--- src/rtl/led_seq_ctrl.sv ---
// LED bar sequencer: synchronized and debounced switches select one of four
// patterns stepped by a programmable tick. Define LED_PWM_EN to add brightness PWM.
module led_seq_ctrl #(
  parameter int TICK_DIV   = 5000000,
  parameter int DEB_CYCLES = 65536
) (
  input  logic        clk,
  input  logic        rst,
  input  logic [7:0]  sw,
  output logic [15:0] ledr,
  output logic        tick,
  output logic [1:0]  mode
);

  localparam logic [1:0] ST_ROT_L  = 2'd0;
  localparam logic [1:0] ST_ROT_R  = 2'd1;
  localparam logic [1:0] ST_BOUNCE = 2'd2;
  localparam logic [1:0] ST_BLINK  = 2'd3;

  localparam int CNT_W = (TICK_DIV > 1) ? $clog2(TICK_DIV) : 1;
  localparam int DEB_W = $clog2(DEB_CYCLES + 1);
  localparam logic [DEB_W-1:0] DEB_MAX = DEB_W'(DEB_CYCLES);

  logic [7:0]       sync1, sync2, cand, sw_db;
  logic [DEB_W-1:0] deb_cnt;
  logic [CNT_W-1:0] cnt;
  logic [31:0]      limit, limit_m1;
  logic [7:0]       led, led_out;
  logic             dir_left;
  logic             mode_chg;

  function automatic logic [7:0] init_pattern(input logic [1:0] m);
    case (m)
      ST_ROT_L:  return 8'h01;
      ST_ROT_R:  return 8'h80;
      ST_BOUNCE: return 8'h01;
      default:   return 8'hFF;
    endcase
  endfunction

  // deb_cnt counts consecutive cycles the synced value has matched cand,
  // including the cycle it first appeared, and saturates at DEB_CYCLES.
  always_ff @(posedge clk) begin
    // NOTE: registers use non-blocking assignments so every flop samples pre-edge values.
    if (rst) begin
      sync1   <= '0;
      sync2   <= '0;
      cand    <= '0;
      deb_cnt <= '0;
      sw_db   <= '0;
    end else begin
      sync1 <= sw;
      sync2 <= sync1;
      if (sync2 != cand) begin
        cand    <= sync2;
        deb_cnt <= DEB_W'(1);
        if (DEB_CYCLES == 1) sw_db <= sync2;
      end else if (deb_cnt < DEB_MAX) begin
        deb_cnt <= deb_cnt + 1'b1;
        if (deb_cnt + 1'b1 == DEB_MAX) sw_db <= cand;
      end
    end
  end

  always_comb begin
    // NOTE: every signal gets a value before any condition, so no latch is inferred.
    limit = 32'(TICK_DIV) >> {sw_db[3:2], 1'b0};
    // A small TICK_DIV at high speed would shift to zero; degrade to a tick every cycle.
    if (limit == 32'd0) limit = 32'd1;
    limit_m1 = limit - 32'd1;
  end

  assign mode_chg = (sw_db[1:0] != mode);
  assign tick     = !sw_db[7] && !mode_chg && (32'(cnt) >= limit_m1);

  always_ff @(posedge clk) begin
    if (rst) begin
      mode     <= ST_ROT_L;
      led      <= 8'h01;
      dir_left <= 1'b1;
      cnt      <= '0;
    end else if (mode_chg) begin
      mode     <= sw_db[1:0];
      led      <= init_pattern(sw_db[1:0]);
      dir_left <= 1'b1;
      cnt      <= '0;
    end else if (tick) begin
      cnt <= '0;
      case (mode)
        ST_ROT_L: begin
          if (!$onehot(led)) led <= 8'h01;
          else               led <= {led[6:0], led[7]};
        end
        ST_ROT_R: begin
          if (!$onehot(led)) led <= 8'h80;
          else               led <= {led[0], led[7:1]};
        end
        ST_BOUNCE: begin
          // Reverse on the step that reaches an end so no value repeats.
          if (!$onehot(led)) begin
            led      <= 8'h01;
            dir_left <= 1'b1;
          end else if (dir_left) begin
            if (led == 8'h80) begin
              dir_left <= 1'b0;
              led      <= 8'h40;
            end else begin
              led <= {led[6:0], 1'b0};
            end
          end else begin
            if (led == 8'h01) begin
              dir_left <= 1'b1;
              led      <= 8'h02;
            end else begin
              led <= {1'b0, led[7:1]};
            end
          end
        end
        default: led <= ~led;
      endcase
    end else if (!sw_db[7]) begin
      cnt <= cnt + 1'b1;
    end
  end

`ifdef LED_PWM_EN
  logic [7:0] pwm_cnt;

  always_ff @(posedge clk) begin
    if (rst) pwm_cnt <= '0;
    else     pwm_cnt <= pwm_cnt + 1'b1;
  end

  // Brightness 0..3 enables the top-two-bit phases 0..3: 25/50/75/100% duty.
  assign led_out = led & {8{pwm_cnt[7:6] <= sw_db[5:4]}};
`else
  assign led_out = led;
`endif

  assign ledr = {led_out, sw_db};

endmodule

--- config.mk ---
export PLATFORM = sky130hd
export DESIGN_NAME = led_seq_ctrl
export DESIGN_NICKNAME = d
export VERILOG_FILES = /design/src/rtl/led_seq_ctrl.sv
export SDC_FILE = /design/constraint.sdc
export NUM_CORES = 1
export LEC_CHECK = 0
export CAP_MARGIN = 0
export CORE_MARGIN = 2
export CORE_UTILIZATION = 64
export DETAILED_ROUTE_END_ITERATION = 7
export GPL_ROUTABILITY_DRIVEN = 0
export PLACE_DENSITY_LB_ADDON = 0.15
export SLEW_MARGIN = 40
export SYNTH_ARGS = -nofsm -noshare
export SYNTH_HDL_FRONTEND = slang
export SYNTH_SLANG_ARGS = --single-unit
--- constraint.sdc ---
create_clock -name clk -period 7.32 [get_ports clk]
set_clock_uncertainty 0.1 [all_clocks]
set_input_delay 1.464 -clock clk [delete_from_list [all_inputs] [get_ports clk]]
set_output_delay 1.464 -clock clk [all_outputs]
set_load 0.02 [all_outputs]
==> impl_metrics.toml, run 1 <==
[floorplan]
die_area_mm2 = 0.00796
die_x_um = 89.2
fp.coreArea_mm2 = 0.00714
rows = 31
num_io_pins = 29
start_util = 0.651
die_h_um = 89.2

[timing]
fin_crit_sh = 0.706
worst_slew_pin_slew_ns = 0.671
rsz0062_at_grt = "false"
holdWs_ns = 0.345
slew_viol_final = 0
fmax_ghz = 0.194
setup_viol = 0
tns_ns = 0
slew_headroom = 0.552
hold_viol_final = 0
min_period_ns = 5.17

[clock_tree]
clk_path_buf_depth = 2
cts_resized = 0
h-tree-depth = 3
numCtsBuffers = 9
worst_skew_pair.late_latency_ns = 0.36
cts_tree = "built"
cts.sinks = 83
post_cts_buffers = 0
clkTransAtPathRegs_ns = 0.09
cts_hold_buffers = 0
root_buffer = "clkbuf_8"

[detailed_routing]
drc = 0
drt_iter0_markers = 170
routed_wl_um = 8790
dr.pass1.iters = 7
wl_per_cell_um = 13.8
dr_total_vias = 3613
ant_nets = 0
vias_per_cell = 5.65

[cells_and_area]
nFillCells = 553
fin_util = 0.729
final_area_mm2 = 0.00520
drive_gt1_frac = 0.104
antennaDiodeCount = 0
final_nets = 586
area_growth_syn_to_layout_pct = 12.0

[worst_setup_path]
endpoint_kind = "output port"
worstPathArrival_ns = 3.60
worstPathMaxFanout = 10
crit_path_start_kind = "flip-flop"
crit_type = "flip-flop to output port"
worstPathRequired_ns = 5.76

[status]
status = "finished clean"

[global_routing]
grt-ovfl-total = 0
grt_max_degree = 42
track_usage = 0.233
grt_pass1_wl_um = 14800
grt_pass1_vias = 3296
antenna_found_initial = 0

[pwr]
power_density_mw_per_mm2 = 163
finalPower_uw = 850
power_leakage_uw = 0.00209
ir_drop_mv = 0.147

[logic_synthesis]
ys_warn_count = 0
ys_seq_elements = 83
synthesis.nets = 562
synth_seq_area_share = 0.357
synth_ff_type = "dfxtp_1"
syn-cell-area_mm2 = 0.00465
postSynthCellCount = 511
yosys.cell_types.count = 64
async_reset_ff_frac = 0
syn_area_per_cell_um2 = 9.10
synth_edf_count = 0

[placed_design]
place_hpwl_um = 6280
place_area_mm2 = 0.00499
io_buffers = 28

[run]
max_cap_violations = 0

[hold_path]
hold_class = "flip-flop to flip-flop"
layout by cell type (no fill, tap or decap), types with 3 or more instances in the layout:
cell,n
nor2_1,54
or3_1,3
inv_6,3
o21ai_0,10
nor4_1,3
inv_1,27
a21oi_1,14
mux2i_1,17
o211ai_1,3
nand2_1,36
a21o_1,3
a31oi_1,4
fa_1,4
clkbuf_8,9
nor2b_1,30
and3_1,5
and2_1,3
a211oi_1,3
o22ai_1,3
clkdlybuf4s50_1,28
nand3_1,16
dfxtp_1,83
nor2_2,20
ha_1,37
nand4_1,12
nor3_1,11
xor2_1,24
xnor2_1,21
a2111oi_0,3
and4_1,3
mux2_4,3
worst max-delay path: stages, from the launching register on:
cell	delay [ns]
dfxtp_1	0.57
inv_1	0.17
ha_1	0.35
inv_1	0.05
ha_1	0.32
nand4_1	0.10
o311a_2	0.43
o211a_1	0.29
nor3_1	0.31
clkdlybuf4s50_1	0.67
where the power goes:
group	total, uW	leakage [uW]	switching, uW	internal [uW]
clock network	352	0.000109	185	167
registers	464	0.000674	5.37	459
logic	33.9	0.00131	18.0	15.8
final timing paths:
check             cells after the start                  end                  start  slack, ns
setup / recovery                      9                 tick  sw_db[2]$_SDFFE_PP0P_       2.15
hold / removal                        1  sync2[6]$_SDFF_PP0_    sync1[6]$_SDFF_PP0_       0.35
setup reg to reg                     14  led[7]$_SDFFE_PP0P_    led[3]$_SDFFE_PP0P_       3.08
hold reg to reg                       1  sync2[6]$_SDFF_PP0_    sync1[6]$_SDFF_PP0_       0.35
logic make-up after synthesis:
family | Yosys count | share of synthesized area
AO/OA/AOI/OAI | 69 | 0.120
XOR/XNOR | 45 | 0.0848
multiplexers | 20 | 0.0463
AND/OR/NAND/NOR | 208 | 0.233
flip-flops | 83 | 0.357
buffers and inverters | 44 | 0.0406
adder cells (fa/ha/maj) | 41 | 0.117
other | 1 | 0.000807
state kept, by name, summed over array words and instances, names as in the netlist:
signal / flops
cnt: 23
deb_cnt: 17
cand: 8
led: 8
sw_db: 8
sync1: 8
sync2: 8
mode: 2
dir_left: 1
routing by layer:
layer,vias up,part of all wire,global-route usage
li1,1810,-,-
met1,1669,0.47,0.318
met2,110,0.46,0.365
met3,24,0.050,0.0462
met4,0,0.021,0.0909
met5,-,0,0
stage by stage:
stage          setup WS [ns]  instances
2_1_floorplan           3.10        511
3_3_place_gp            2.69        622
3_5_place_dp            2.62        623
4_1_cts                 2.19        639
5_1_grt                 2.05        639
6_report                2.15        639
synth_stat cells, types with 11 or more instances:
master | number | area [um^2]
dfxtp_1 | 83 | 1660
nor2_1 | 54 | 203
ha_1 | 37 | 463
nand2_1 | 36 | 135
nor2b_1 | 30 | 188
inv_1 | 27 | 101
xor2_1 | 24 | 210
xnor2_1 | 21 | 184
nor2_2 | 20 | 125
mux2i_1 | 17 | 170
nand3_1 | 16 | 80.1
a21oi_1 | 14 | 70.1
nand4_1 | 12 | 75.1
nor3_1 | 11 | 55.1
layout make-up:
| cell class | instances | area [um^2] | area share |
|---|---|---|---|
| well taps | 99 | 124 | 0.0238 |
| inverters | 27 | 101 | 0.0195 |
| clock buffers | 9 | 124 | 0.0238 |
| clock inverters | 7 | 92.6 | 0.0178 |
| repair buffers | 30 | 303 | 0.0582 |
| flip-flops and latches | 83 | 1660 | 0.319 |
| multi-input cells | 384 | 2800 | 0.538 |
No activity file was read; power rests on OpenSTA's default activity.
==> run 2, diff against run 1 <==
--- a/config.mk
+++ b/config.mk
@@ -7,7 +7,7 @@
 export LEC_CHECK = 0
 export CAP_MARGIN = 0
 export CORE_MARGIN = 2
-export CORE_UTILIZATION = 64
+export CORE_UTILIZATION = 54
 export DETAILED_ROUTE_END_ITERATION = 7
 export GPL_ROUTABILITY_DRIVEN = 0
 export PLACE_DENSITY_LB_ADDON = 0.15
==> constraint.sdc (replaced) <==
create_clock -name clk -period 4.4 [get_ports clk]
set_clock_uncertainty 0.1 [all_clocks]
set_input_delay 0.88 -clock clk [delete_from_list [all_inputs] [get_ports clk]]
set_output_delay 0.88 -clock clk [all_outputs]
set_load 0.02 [all_outputs]
==> impl_metrics.toml, run 2 (same netlist as run 1, synthesis figures left out) <==
[status]
status = "finished clean"

[detailed_routing]
vias_per_cell = 5.56
dr_total_vias = 3600
drt_iter0_markers = 146
drc = 0
routed_wl_um = 9300
wl_per_cell_um = 14.4
dr.pass1.iters = 4
ant_nets = 0

[cells_and_area]
final_common_cell = "dfxtp_1"
largest_reg_flops = 23
area_growth_syn_to_layout_pct = 12.6
top_register = "cnt"
antennaDiodeCount = 0
drive_gt1_frac = 0.111
layout_common_cells = "dfxtp_1, nor2_1, ha_1, nand2_1, nor2b_1"
top_regs = "cnt x23, deb_cnt x17"
final_nets = 588

[timing]
fmax_ghz = 0.241
hold_viol_final = 0
slew_headroom = 0.539
min_period_ns = 4.15
setup_viol = 0
slew_viol_final = 0
rsz0062_at_grt = "false"
worst_slew_pin_slew_ns = 0.690
tns_ns = 0
fin_crit_sh = 0.944

[worst_setup_path]
worstPathArrival_ns = 4.31
endpoint_kind = "flip-flop"
r2r-end = "led[7]$_SDFFE_PP0P_"
r2r_start = "led[1]$_SDFFE_PP0P_"
rrSetupSlack_ns = 0.25
crit_type = "flip-flop to flip-flop"
worstPathRequired_ns = 4.56
crit_path_start_kind = "flip-flop"
ff2ff_path_depth = 14
worstPathMaxFanout = 10

[hold_path]
hp-start = "sync1[1]$_SDFF_PP0_"
hold_class = "flip-flop to flip-flop"
hold_end = "sync2[1]$_SDFF_PP0_"
whs_path_depth = 1

[global_routing]
antenna_found_initial = 0
grt_max_degree = 31
grt_pass1_wl_um = 16000
track_usage = 0.205
grt-ovfl-total = 0
grt_pass1_vias = 3556

[pwr]
ir_drop_mv = 0.211
finalPower_uw = 1420
power_density_mw_per_mm2 = 272
power_leakage_uw = 0.00212

[clock_tree]
h-tree-depth = 3
clkTransAtPathRegs_ns = 0.10
worst_skew_pair.late_latency_ns = 0.36
post_cts_buffers = 0
clk_path_buf_depth = 2
root_buffer = "clkbuf_8"
numCtsBuffers = 9
cts_tree = "built"
cts.sinks = 83

[floorplan]
fp.coreArea_mm2 = 0.00830
die_h_um = 96.8
start_util = 0.560
die_area_mm2 = 0.00937
rows = 33
num_io_pins = 29
die_x_um = 96.8

[placed_design]
io_buffers = 28
place_hpwl_um = 6770

[run]
max_cap_violations = 0
run 2: cell types whose count changed in the layout (fill, tap and decap cells not counted), sizes merged:
| cell | delta |
|---|---|
| buf | +2 |
| clkdlybuf4s50 | -1 |
| clkinvlp | +1 |
| dlymetal6s2s | +1 |
| inv | -1 |
run 2: worst max path at each step:
stage | start | endpoint | slack, ns | cells past startpoint
2_1_floorplan | led[3]$_SDFFE_PP0P_ | led[7]$_SDFFE_PP0P_ | 0.36 | 14
3_3_place_gp | sw_db[2]$_SDFFE_PP0P_ | tick | 0.37 | 9
3_5_place_dp | led[0]$_SDFFE_PP1P_ | led[7]$_SDFFE_PP0P_ | 0.32 | 14
4_1_cts | sw_db[3]$_SDFFE_PP0P_ | tick | 0.06 | 9
5_1_grt | led[1]$_SDFFE_PP0P_ | led[0]$_SDFFE_PP1P_ | 0.07 | 14
6_report | led[1]$_SDFFE_PP0P_ | led[7]$_SDFFE_PP0P_ | 0.25 | 14
run 2: through the flow:
stage               instance area [um^2]  setup WS, ns  std cells  utilization  hold slack [ns]
floorplan                           4650         0.361        511            -            0.314
global placement                    4990         0.367        630        0.602            0.318
detailed placement                  5010         0.316        631        0.604            0.321
CTS                                 5230        0.0552        647        0.630            0.346
global route                        5240        0.0692        647        0.631            0.364
finish                              5240         0.247        647        0.631            0.343
run 2: what timing repair did:
action / in CTS / in global routing
gates resized for setup: 1 / 2
hold buffers: 0 / 0
setup endpoints to repair: 1 / 1
gates cloned: 0 / 0
pin swaps: 0 / 0
run 2: critical path, stage by stage, from the launching register on:
cell and delay, ns:
dfxtp_1 0.49, fa_1 0.46, inv_1 0.08, fa_1 0.42, fa_1 0.43, inv_1 0.07
ha_1 0.15, inv_1 0.05, fa_1 0.49, and3b_1 0.19, a31o_2 0.30, a221oi_1 0.12
a311oi_1 0.30, nand3_1 0.12, a32o_1 0.27
run 2: per-layer routing:
metal  vias up  routed length [um]  global-route usage
met1      1666                4370               0.264
met3        12                 479              0.0462
met2       104                4300               0.339
li1       1818                   -                   -
met4         0                 142              0.0693
met5         -                   0                   0
run 2: final cells by class:
class,instances,area (um^2)
Fill cell,743,3060
Sequential cell,83,1660
Clock inverter,7,96.3
Multi-Input combinational cell,384,2800
Inverter,27,101
Tap cell,105,131
Clock buffer,9,124
Timing Repair Buffer,32,320
run 2: power breakdown:
part	internal, uW	total [uW]	switching [uW]
sequential	763	772	8.71
combinational	26.3	56.1	29.8
clock	280	597	317
==> run 3, diff against run 2 <==
--- a/config.mk
+++ b/config.mk
@@ -8,6 +8,7 @@
 export CAP_MARGIN = 0
 export CORE_MARGIN = 2
 export CORE_UTILIZATION = 54
+export CTS_CLUSTER_DIAMETER = 200
 export DETAILED_ROUTE_END_ITERATION = 7
 export GPL_ROUTABILITY_DRIVEN = 0
 export PLACE_DENSITY_LB_ADDON = 0.15
==> results of run 3 <==
Final layout, timing and power as in run 2 (identical DEF).
